### config.mk
export PLATFORM = sky130hd
export DESIGN_NAME = mc_control_unit
export DESIGN_NICKNAME = d
export VERILOG_FILES = /design/src/rtl/mc_control_unit.sv
export SDC_FILE = /design/constraint.sdc
export NUM_CORES = 1
export LEC_CHECK = 0
export CORE_MARGIN = 2
export CORE_UTILIZATION = 42
export CTS_CLUSTER_DIAMETER = 60
export DETAILED_ROUTE_END_ITERATION = 7
export GPL_TIMING_DRIVEN = 0
export MAX_ROUTING_LAYER = met4
export PLACE_DENSITY = 0.76
export SYNTH_ARGS = -nofsm -noshare
export SYNTH_HDL_FRONTEND = slang
export SYNTH_SLANG_ARGS = --single-unit
### constraint.sdc
create_clock -name CLK -period 2.1 [get_ports CLK]
set_clock_uncertainty 0.1 [all_clocks]
set_input_delay 0.21 -clock CLK [delete_from_list [all_inputs] [get_ports CLK]]
set_output_delay 0.21 -clock CLK [all_outputs]
set_load 0.02 [all_outputs]
### src/rtl/mc_control_unit.sv
// Multicycle MIPS control unit: holds the instruction register and steps each
// instruction through FETCH/DECODE/EXEC/MEM/WB, with a memory-wait timeout.

package cpu_types_pkg;
    typedef enum logic [5:0] {
        RTYPE = 6'h00, J     = 6'h02, JAL   = 6'h03, BEQ   = 6'h04,
        BNE   = 6'h05, ADDI  = 6'h08, ADDIU = 6'h09, SLTI  = 6'h0A,
        SLTIU = 6'h0B, ANDI  = 6'h0C, ORI   = 6'h0D, XORI  = 6'h0E,
        LUI   = 6'h0F, LW    = 6'h23, SW    = 6'h2B, HALT  = 6'h3F
    } opcode_t;

    typedef enum logic [5:0] {
        SLL  = 6'h00, SRL  = 6'h02, JR   = 6'h08, ADD  = 6'h20,
        ADDU = 6'h21, SUB  = 6'h22, SUBU = 6'h23, AND  = 6'h24,
        OR   = 6'h25, XOR  = 6'h26, NOR  = 6'h27, SLT  = 6'h2A,
        SLTU = 6'h2B
    } funct_t;

    typedef enum logic [3:0] {
        ALU_SLL = 4'd0, ALU_SRL = 4'd1, ALU_ADD = 4'd2, ALU_SUB  = 4'd3,
        ALU_AND = 4'd4, ALU_OR  = 4'd5, ALU_XOR = 4'd6, ALU_NOR  = 4'd7,
        ALU_SLT = 4'd8, ALU_SLTU = 4'd9
    } aluop_t;
endpackage

module mc_control_unit
    import cpu_types_pkg::*;
#(
    parameter int WORD_W      = 32,
    parameter int MEM_TIMEOUT = 64,
    parameter int COUNT_W     = 16
) (
    input  logic               CLK,
    input  logic               RST,
    input  logic [WORD_W-1:0]  imemload,
    input  logic               ihit,
    input  logic               dhit,
    input  logic               zero,
    output logic               iREN,
    output logic               dREN,
    output logic               dWEN,
    output logic               IRWrite,
    output logic               PCWrite,
    output logic [2:0]         PCsrc,
    output logic               RegWrite,
    output logic [1:0]         RegDst,
    output logic               MemtoReg,
    output logic [1:0]         ALUsrc,
    output aluop_t             aluop,
    output logic               lui,
    output logic [WORD_W-1:0]  instr,
    output logic               halt,
    output logic               bus_err,
    output logic               illegal,
    output logic [COUNT_W-1:0] instr_count
);

    localparam logic [2:0] FETCH  = 3'd0;
    localparam logic [2:0] DECODE = 3'd1;
    localparam logic [2:0] EXEC   = 3'd2;
    localparam logic [2:0] MEM    = 3'd3;
    localparam logic [2:0] WB     = 3'd4;
    localparam logic [2:0] HALTED = 3'd5;
    localparam logic [2:0] ERROR  = 3'd6;

    localparam logic [2:0] PC_NPC  = 3'd0;
    localparam logic [2:0] PC_JR   = 3'd2;
    localparam logic [2:0] PC_JUMP = 3'd3;
    localparam logic [2:0] PC_BNE  = 3'd4;
    localparam logic [2:0] PC_BEQ  = 3'd5;

    localparam int              WAIT_W     = (MEM_TIMEOUT > 1) ? $clog2(MEM_TIMEOUT) : 1;
    localparam int              LIMIT_I    = (MEM_TIMEOUT > 0) ? MEM_TIMEOUT - 1 : 0;
    localparam logic [WAIT_W-1:0] WAIT_LIMIT = WAIT_W'(LIMIT_I);

    logic [2:0]        state, next;
    logic [WAIT_W-1:0] wait_cnt;
    opcode_t           op;
    funct_t            fn;
    logic              legal;
    logic              timed_out;
    logic              retire;

    assign op        = opcode_t'(instr[31:26]);
    assign fn        = funct_t'(instr[5:0]);
    assign timed_out = (MEM_TIMEOUT != 0) && (wait_cnt == WAIT_LIMIT);
    assign retire    = (next == FETCH) &&
                       (state == DECODE || state == EXEC || state == MEM || state == WB);

    always_comb begin
        legal = 1'b0;
        case (op)
            J, JAL, BEQ, BNE, ADDI, ADDIU, SLTI, SLTIU,
            ANDI, ORI, XORI, LUI, LW, SW, HALT: legal = 1'b1;
            RTYPE: begin
                case (fn)
                    SLL, SRL, JR, ADD, ADDU, SUB, SUBU,
                    AND, OR, XOR, NOR, SLT, SLTU: legal = 1'b1;
                    default:                      legal = 1'b0;
                endcase
            end
            default: legal = 1'b0;
        endcase
    end

    // NOTE: every output gets a default before the case so no path leaves one unassigned (no latches).
    always_comb begin
        next     = state;
        iREN     = 1'b0;
        dREN     = 1'b0;
        dWEN     = 1'b0;
        IRWrite  = 1'b0;
        PCWrite  = 1'b0;
        PCsrc    = PC_NPC;
        RegWrite = 1'b0;
        RegDst   = 2'd0;
        MemtoReg = 1'b0;
        ALUsrc   = 2'd0;
        aluop    = ALU_SLL;
        lui      = 1'b0;
        illegal  = 1'b0;

        case (state)
            FETCH: begin
                iREN = 1'b1;
                if (ihit) begin
                    IRWrite = 1'b1;
                    PCWrite = 1'b1;
                    next    = DECODE;
                end else if (timed_out) begin
                    next = ERROR;
                end
            end

            DECODE: begin
                if (!legal) begin
                    illegal = 1'b1;
                    next    = FETCH;
                end else begin
                    case (op)
                        HALT: next = HALTED;
                        J: begin
                            PCWrite = 1'b1;
                            PCsrc   = PC_JUMP;
                            next    = FETCH;
                        end
                        JAL: begin
                            PCWrite  = 1'b1;
                            PCsrc    = PC_JUMP;
                            RegWrite = 1'b1;
                            RegDst   = 2'd2;
                            next     = FETCH;
                        end
                        default: next = EXEC;
                    endcase
                end
            end

            EXEC: begin
                next = WB;
                case (op)
                    RTYPE: begin
                        case (fn)
                            SLL:        begin aluop = ALU_SLL; ALUsrc = 2'd1; end
                            SRL:        begin aluop = ALU_SRL; ALUsrc = 2'd1; end
                            SUB, SUBU:  aluop = ALU_SUB;
                            AND:        aluop = ALU_AND;
                            OR:         aluop = ALU_OR;
                            XOR:        aluop = ALU_XOR;
                            NOR:        aluop = ALU_NOR;
                            SLT:        aluop = ALU_SLT;
                            SLTU:       aluop = ALU_SLTU;
                            default:    aluop = ALU_ADD;
                        endcase
                        if (fn == JR) begin
                            PCWrite = 1'b1;
                            PCsrc   = PC_JR;
                            next    = FETCH;
                        end
                    end
                    // Branches compare two registers, so the ALU keeps rdat2.
                    BEQ: begin
                        aluop   = ALU_SUB;
                        PCWrite = zero;
                        PCsrc   = PC_BEQ;
                        next    = FETCH;
                    end
                    BNE: begin
                        aluop   = ALU_SUB;
                        PCWrite = !zero;
                        PCsrc   = PC_BNE;
                        next    = FETCH;
                    end
                    ANDI:   begin aluop = ALU_AND;  ALUsrc = 2'd3; end
                    ORI:    begin aluop = ALU_OR;   ALUsrc = 2'd3; end
                    XORI:   begin aluop = ALU_XOR;  ALUsrc = 2'd3; end
                    SLTI:   begin aluop = ALU_SLT;  ALUsrc = 2'd2; end
                    SLTIU:  begin aluop = ALU_SLTU; ALUsrc = 2'd2; end
                    LW, SW: begin aluop = ALU_ADD;  ALUsrc = 2'd2; next = MEM; end
                    default: begin aluop = ALU_ADD; ALUsrc = 2'd2; end
                endcase
            end

            MEM: begin
                dREN = (op == LW);
                dWEN = (op != LW);
                if (dhit) begin
                    next = (op == LW) ? WB : FETCH;
                end else if (timed_out) begin
                    next = ERROR;
                end
            end

            WB: begin
                RegWrite = 1'b1;
                RegDst   = (op == RTYPE) ? 2'd1 : 2'd0;
                MemtoReg = (op == LW);
                lui      = (op == LUI);
                next     = FETCH;
            end

            HALTED, ERROR: next = state;

            default: next = FETCH;
        endcase
    end

    // NOTE: sequential state uses non-blocking assignments so every register samples pre-edge values.
    always_ff @(posedge CLK or posedge RST) begin
        if (RST) begin
            state       <= FETCH;
            instr       <= '0;
            halt        <= 1'b0;
            bus_err     <= 1'b0;
            instr_count <= '0;
            wait_cnt    <= '0;
        end else begin
            state <= next;
            if (IRWrite) instr <= imemload;
            if (next == HALTED) halt <= 1'b1;
            if (next == ERROR) bus_err <= 1'b1;
            if (retire) instr_count <= instr_count + 1'b1;
            if (next != state) begin
                wait_cnt <= '0;
            end else if (state == FETCH || state == MEM) begin
                wait_cnt <= wait_cnt + 1'b1;
            end
        end
    end

endmodule
==> impl_metrics.json, run 1 <==
{
  "outcome": "finished, violations left",
  "violations": "negative setup slack",
  "area.growth.synth_to_final_pct": 63.65,
  "dieHeight_um": 94.12,
  "syn_area_um2": 3411,
  "powerDensity_nw_per_um2": 1651,
  "pwr-share-seq_pct": 22.0,
  "setup_viol": 34,
  "numCtsBuffers": 9,
  "drt_iter0_markers": 246,
  "tightestPinTransition_ns": 0.5500,
  "fin_util_pct": 71.49,
  "ir_drop_mv": 0.8100,
  "max-slew-margin-rel_pct": 63.23,
  "hold_viol": 0,
  "top_usage_layer": "met2",
  "crit_path_start_kind": "flop",
  "grt_first_pass_wirelength_um": 16240,
  "p_leak_nw": 2.344,
  "switchingPower_mw": 4.156,
  "tns_ns": -9.703,
  "cp_cell_sequence": "buf_4, and4_1, nand4_1, a31oi_4, nor2_4, a21boi_4, buf_12, nor4_4, xor2_1",
  "worstSetupPathType": "reg2reg",
  "cp.required_ns": 2.23,
  "post-dp-hpwl_um": 6688,
  "die_x_um": 94.12,
  "yosysWarnings": 0,
  "clockPowerShare_pct": 11.5,
  "whs_ns": 0.05809,
  "cts_root_buffer": "clkbuf_8",
  "drive_gt1_share_pct": 42.53,
  "fin_crit_ns": 2.466,
  "io_buffers": 106,
  "async_flop_share_pct": 100.0,
  "routed_via_density": 5.659,
  "start_util_pct": 43.69,
  "finalCritPeriodShare_pct": 117.4,
  "syn_nets": 365,
  "clk_pin_slew_ns": 0.08,
  "grtUsageTotal_pct": 24.34,
  "fmaxAchievable_mhz": 405.5,
  "synth_seq_area_share_pct": 43.29,
  "die-area_um2": 8858,
  "combPwrFrac_pct": 66.5,
  "hold_buffers": 0,
  "place_ws_ns": -0.5984,
  "layout.nets": 516,
  "htreeDepth": 3,
  "antenna_found_initial": 0,
  "final_area_um2": 5582,
  "cts.path.max_buffers": 2,
  "place_inst": 535,
  "grt_max_degree": 44,
  "layout_setup_ws_ns": -0.3663,
  "synth_seq_cells": 59,
  "fp-row-count": 32,
  "cp_max_fo": 10,
  "finalMaxSlewViolations": 0,
  "num_vias": 3305,
  "synth_ff_type": "dfrtp_1",
  "p_int_mw": 5.057,
  "first_pass_iters": 6,
  "cts_tree": "done",
  "final_cells": 584,
  "drt-total-wl_um": 10580,
  "cp_slowest_cell": "dfrtp_2",
  "core_area_um2": 7807,
  "arrival_ns": 2.59,
  "netlist_instances": 326,
  "max_stage_delay_ns": 0.43,
  "seq_area_um2": 1488,
  "grt-ovfl-total": 0,
  "hp-class": "in2async",
  "multi_input_area_um2": 2206,
  "drc": 0,
  "gp_congestion": 0.8606,
  "p_sw_share_pct": 45.11,
  "placed_cell_area_um2": 4726,
  "rsz0062_at_grt": "true",
  "use_met2_pct": 38.27,
  "end_kind": "flop",
  "use_met3_pct": 5.859,
  "synth_area_per_cell_um2": 10.46,
  "cp_top_family": "compound AO/OA/AOI/OAI gates",
  "met1_usage_pct": 31.30,
  "post_drt_wl_per_cell_um": 18.12,
  "n_antenna_cell": 0,
  "ys_types": 68,
  "io-pin-count": 107,
  "layout_commonest_cell": "clkdlybuf4s50_1",
  "cts.sinks": 59,
  "max-cap-violations": 0,
  "crit_buf_inv": 2,
  "mostFrequentLayoutCells": "clkdlybuf4s50_1, dfrtp_1, buf_4",
  "antenna_left": 0,
  "nFillCells": 534,
  "clk_latency_ns": 0.35,
  "grt_pass1_vias": 3239,
  "synth_edf_count": 0,
  "finalPower_mw": 9.213
}
[logic make-up after synthesis]
kind of cell               synth area share (%)
adders and majority gates                0.7336
DFF                                       43.29
buffers and inverters                     3.998
and+or+nand+nor                           24.94
muxes                                     10.20
AOI/OAI and AO/OA                         11.19
xor gates and xnor gates                  5.649
[sequential cells by signal (all words and copies together), names as in the netlist]
| signal | flops |
|---|---|
| halt | 1 |
| state | 3 |
| bus_err | 1 |
| instr_count | 16 |
| wait_cnt | 6 |
| instr | 32 |
[worst paths after layout]
path                             start              to  slack, ns  depth (start not counted)
min in group CLK           imemload[5]        instr[5]       0.31                          3
min                                RST        instr[7]       0.06                          2
max in group asynchronous          RST        state[0]       1.25                          3
max reg2reg                  instr[28]  instr_count[9]      -0.37                          9
min reg2reg                    bus_err         bus_err       0.37                          1
max                          instr[28]  instr_count[9]      -0.37                          9
[final cells by class]
class                           count  share of cell area, %
Buffer                             16                  2.981
Clock buffer                        9                  2.219
Clock inverter                      7                  1.367
Inverter                            8                 0.5380
Multi-Input combinational cell    241                  39.52
Sequential cell                    59                  26.65
Tap cell                          102                  2.286
Timing Repair Buffer              142                  24.43
[cells in the mapped netlist, drive strengths merged, types with 4 or more instances]
| library cell | count | area (µm²) |
|---|---|---|
| nor3 | 11 | 65.06 |
| nand3 | 11 | 55.05 |
| inv | 8 | 30.03 |
| a21o | 4 | 30.03 |
| xnor2 | 5 | 43.79 |
| nor4 | 9 | 128.9 |
| buf | 13 | 87.57 |
| mux2 | 30 | 337.8 |
| xor2 | 17 | 148.9 |
| clkbuf | 5 | 18.77 |
| a21oi | 13 | 68.82 |
| nand4 | 8 | 50.05 |
| nand2 | 28 | 105.1 |
| nor3b | 5 | 47.54 |
| dfrtp | 59 | 1476 |
| nand2b | 7 | 43.79 |
| o21ai | 8 | 40.04 |
| nor2 | 31 | 123.9 |
[metal layers]
layer,vias to the layer above,part of all wire [%]
met2,173,51
met4,0,3.1
li1,1477,-
met5,-,0
met1,1624,40
met3,31,6.3
[power groups by stage]
stage          sequential, mW  clock (mW)  combinational (mW)
2_1_floorplan            2.41           0                2.61
3_3_place_gp             1.99           0                4.49
3_5_place_dp             2.02           0                4.58
4_1_cts                  2.00        1.08                5.46
5_1_grt                  2.09        1.14                6.46
6_report                 2.03        1.06                6.13
[timing repair]
item	4_1_cts	5_1_grt
gates cloned	0	2
pin swaps	27	11
endpoints found under the setup margin	69	43
buffers inserted	22	11
endpoints found under the hold margin	0	0
resized for setup	144	57
Note: power is estimated with default switching activity, not from simulation.
==> run 2, diff against run 1 <==
Settings changed: CAP_MARGIN from default to 20, SKIP_LAST_GASP from default to 1.
==> run 2 against run 1 <==
The run still ends with negative setup slack left. Die area unchanged. Register-to-register slack worse by 0.06 ns. Routed wire length rose by 3.7%. Hold slack gained 0.0016 ns. Core utilization rose by 1.2 points.
==> impl_metrics.json, run 2 (synthesized netlist as in run 1, its figures left out) <==
{
  "outcome": "finished, violations left",
  "violations": "negative setup slack",
  "cp_max_fo": 8,
  "drt_iter0_markers": 313,
  "clk_latency_ns": 0.35,
  "fin_crit_ns": 2.526,
  "tns_ns": -10.21,
  "cts.sinks": 59,
  "finalMaxSlewViolations": 0,
  "hold_buffers": 0,
  "die_x_um": 94.12,
  "drive_gt1_share_pct": 43.27,
  "layout.nets": 524,
  "cp_slowest_cell": "dfrtp_2",
  "fmaxAchievable_mhz": 395.9,
  "place_ws_ns": -0.5984,
  "num_vias": 3349,
  "cts.path.max_buffers": 2,
  "drc": 0,
  "max_stage_delay_ns": 0.49,
  "hold_viol": 0,
  "hp-class": "in2async",
  "drt-total-wl_um": 10970,
  "numCtsBuffers": 9,
  "die-area_um2": 8858,
  "fp-row-count": 32,
  "tightestPinTransition_ns": 0.5992,
  "grt_pass1_vias": 3214,
  "start_util_pct": 43.69,
  "place_inst": 535,
  "rsz0062_at_grt": "true",
  "grt-ovfl-total": 0,
  "crit_path_start_kind": "flop",
  "grt_max_degree": 44,
  "routed_via_density": 5.657,
  "dieHeight_um": 94.12,
  "cp_top_family": "compound AO/OA/AOI/OAI gates",
  "grt_first_pass_wirelength_um": 16000,
  "end_kind": "flop",
  "n_antenna_cell": 0,
  "nFillCells": 529,
  "whs_ns": 0.05970,
  "grtUsageTotal_pct": 23.88,
  "cp_cell_sequence": "nor4b_2, a2111oi_4, o211ai_2, a311o_1, buf_6, buf_12, clkbuf_16, nor3b_4, xor2_1",
  "post-dp-hpwl_um": 6688,
  "area.growth.synth_to_final_pct": 66.32,
  "crit_buf_inv": 3,
  "io-pin-count": 107,
  "finalPower_mw": 9.513,
  "worstSetupPathType": "reg2reg",
  "core_area_um2": 7807,
  "seq_area_um2": 1488,
  "layout_commonest_cell": "clkdlybuf4s50_1",
  "cts_tree": "done",
  "setup_viol": 42,
  "largest-register": "instr",
  "max-slew-margin-rel_pct": 59.94,
  "mostFrequentLayoutCells": "clkdlybuf4s50_1, dfrtp_1, buf_4",
  "post_drt_wl_per_cell_um": 18.53,
  "max-cap-violations": 0,
  "largest_reg_flops": 32,
  "gp_congestion": 0.8606,
  "final_cells": 592,
  "top_regs": "instr: 32 flops, instr_count: 16 flops, wait_cnt: 6 flops",
  "clk_pin_slew_ns": 0.08,
  "powerDensity_nw_per_um2": 1677,
  "finalCritPeriodShare_pct": 120.3,
  "io_buffers": 106,
  "cp.required_ns": 2.27,
  "multi_input_area_um2": 2206,
  "layout_setup_ws_ns": -0.4259,
  "htreeDepth": 3,
  "first_pass_iters": 6,
  "arrival_ns": 2.69,
  "ir_drop_mv": 0.8076,
  "p_leak_nw": 2.404,
  "antenna_found_initial": 0,
  "cts_root_buffer": "clkbuf_8",
  "antenna_left": 0
}
## run 2: cell count changes in the layout (fill, tap and decap cells not counted), moves of 2 or more
cell      change
buf_6         +5
clkbuf_2      +4
clkbuf_4      -3
nor2_1        +2
nor2_4        -2
nor3b_4       +2
## run 2: area by class of cell
class,count,share of cell area (%)
Sequential cell,59,26.22
Buffer,16,2.889
Clock buffer,9,2.184
Inverter,8,0.5734
Multi-Input combinational cell,241,38.88
Clock inverter,7,1.345
Timing Repair Buffer,150,25.65
Tap cell,102,2.250
## run 2: final timing paths
path / cells past startpoint / end / slack (ns) / from
max: 9 / instr_count[4] / -0.43 / instr[27]
min: 2 / instr[7] / 0.06 / RST
max reg2reg: 9 / instr_count[4] / -0.43 / instr[27]
min reg2reg: 1 / bus_err / 0.37 / bus_err
max in group asynchronous: 3 / state[0] / 1.26 / RST
min in group CLK: 3 / instr[5] / 0.32 / imemload[5]
## run 2: repair_timing
action,4_1_cts,5_1_grt
pin swaps,25,35
setup endpoints to repair,69,44
resized for setup,127,75
setup buffers,22,19
cloned,0,2
## run 2: power breakdown
group	leakage [nW]	internal [mW]	switching, mW	total [mW]
Clock	0.0958	0.553	0.514	1.07
Sequential	0.710	1.59	0.442	2.03
Combinational	1.60	3.11	3.31	6.42
Total	2.40	5.25	4.26	9.51
## run 2: metal layers
metal  GRT usage [%]  part of all wire (%)  wire, µm
met1           31.04                    41      4477
met2           37.08                    51      5603
met3           5.136                   5.7       627
met4           8.454                   2.4       263
met5               -                     0         0
## run 2: per-stage QoR
step	utilization (%)	area [µm²]
2_1_floorplan	-	3517
3_3_place_gp	60.27	4706
3_5_place_dp	60.53	4726
4_1_cts	67.68	5284
5_1_grt	72.66	5673
6_report	72.66	5673
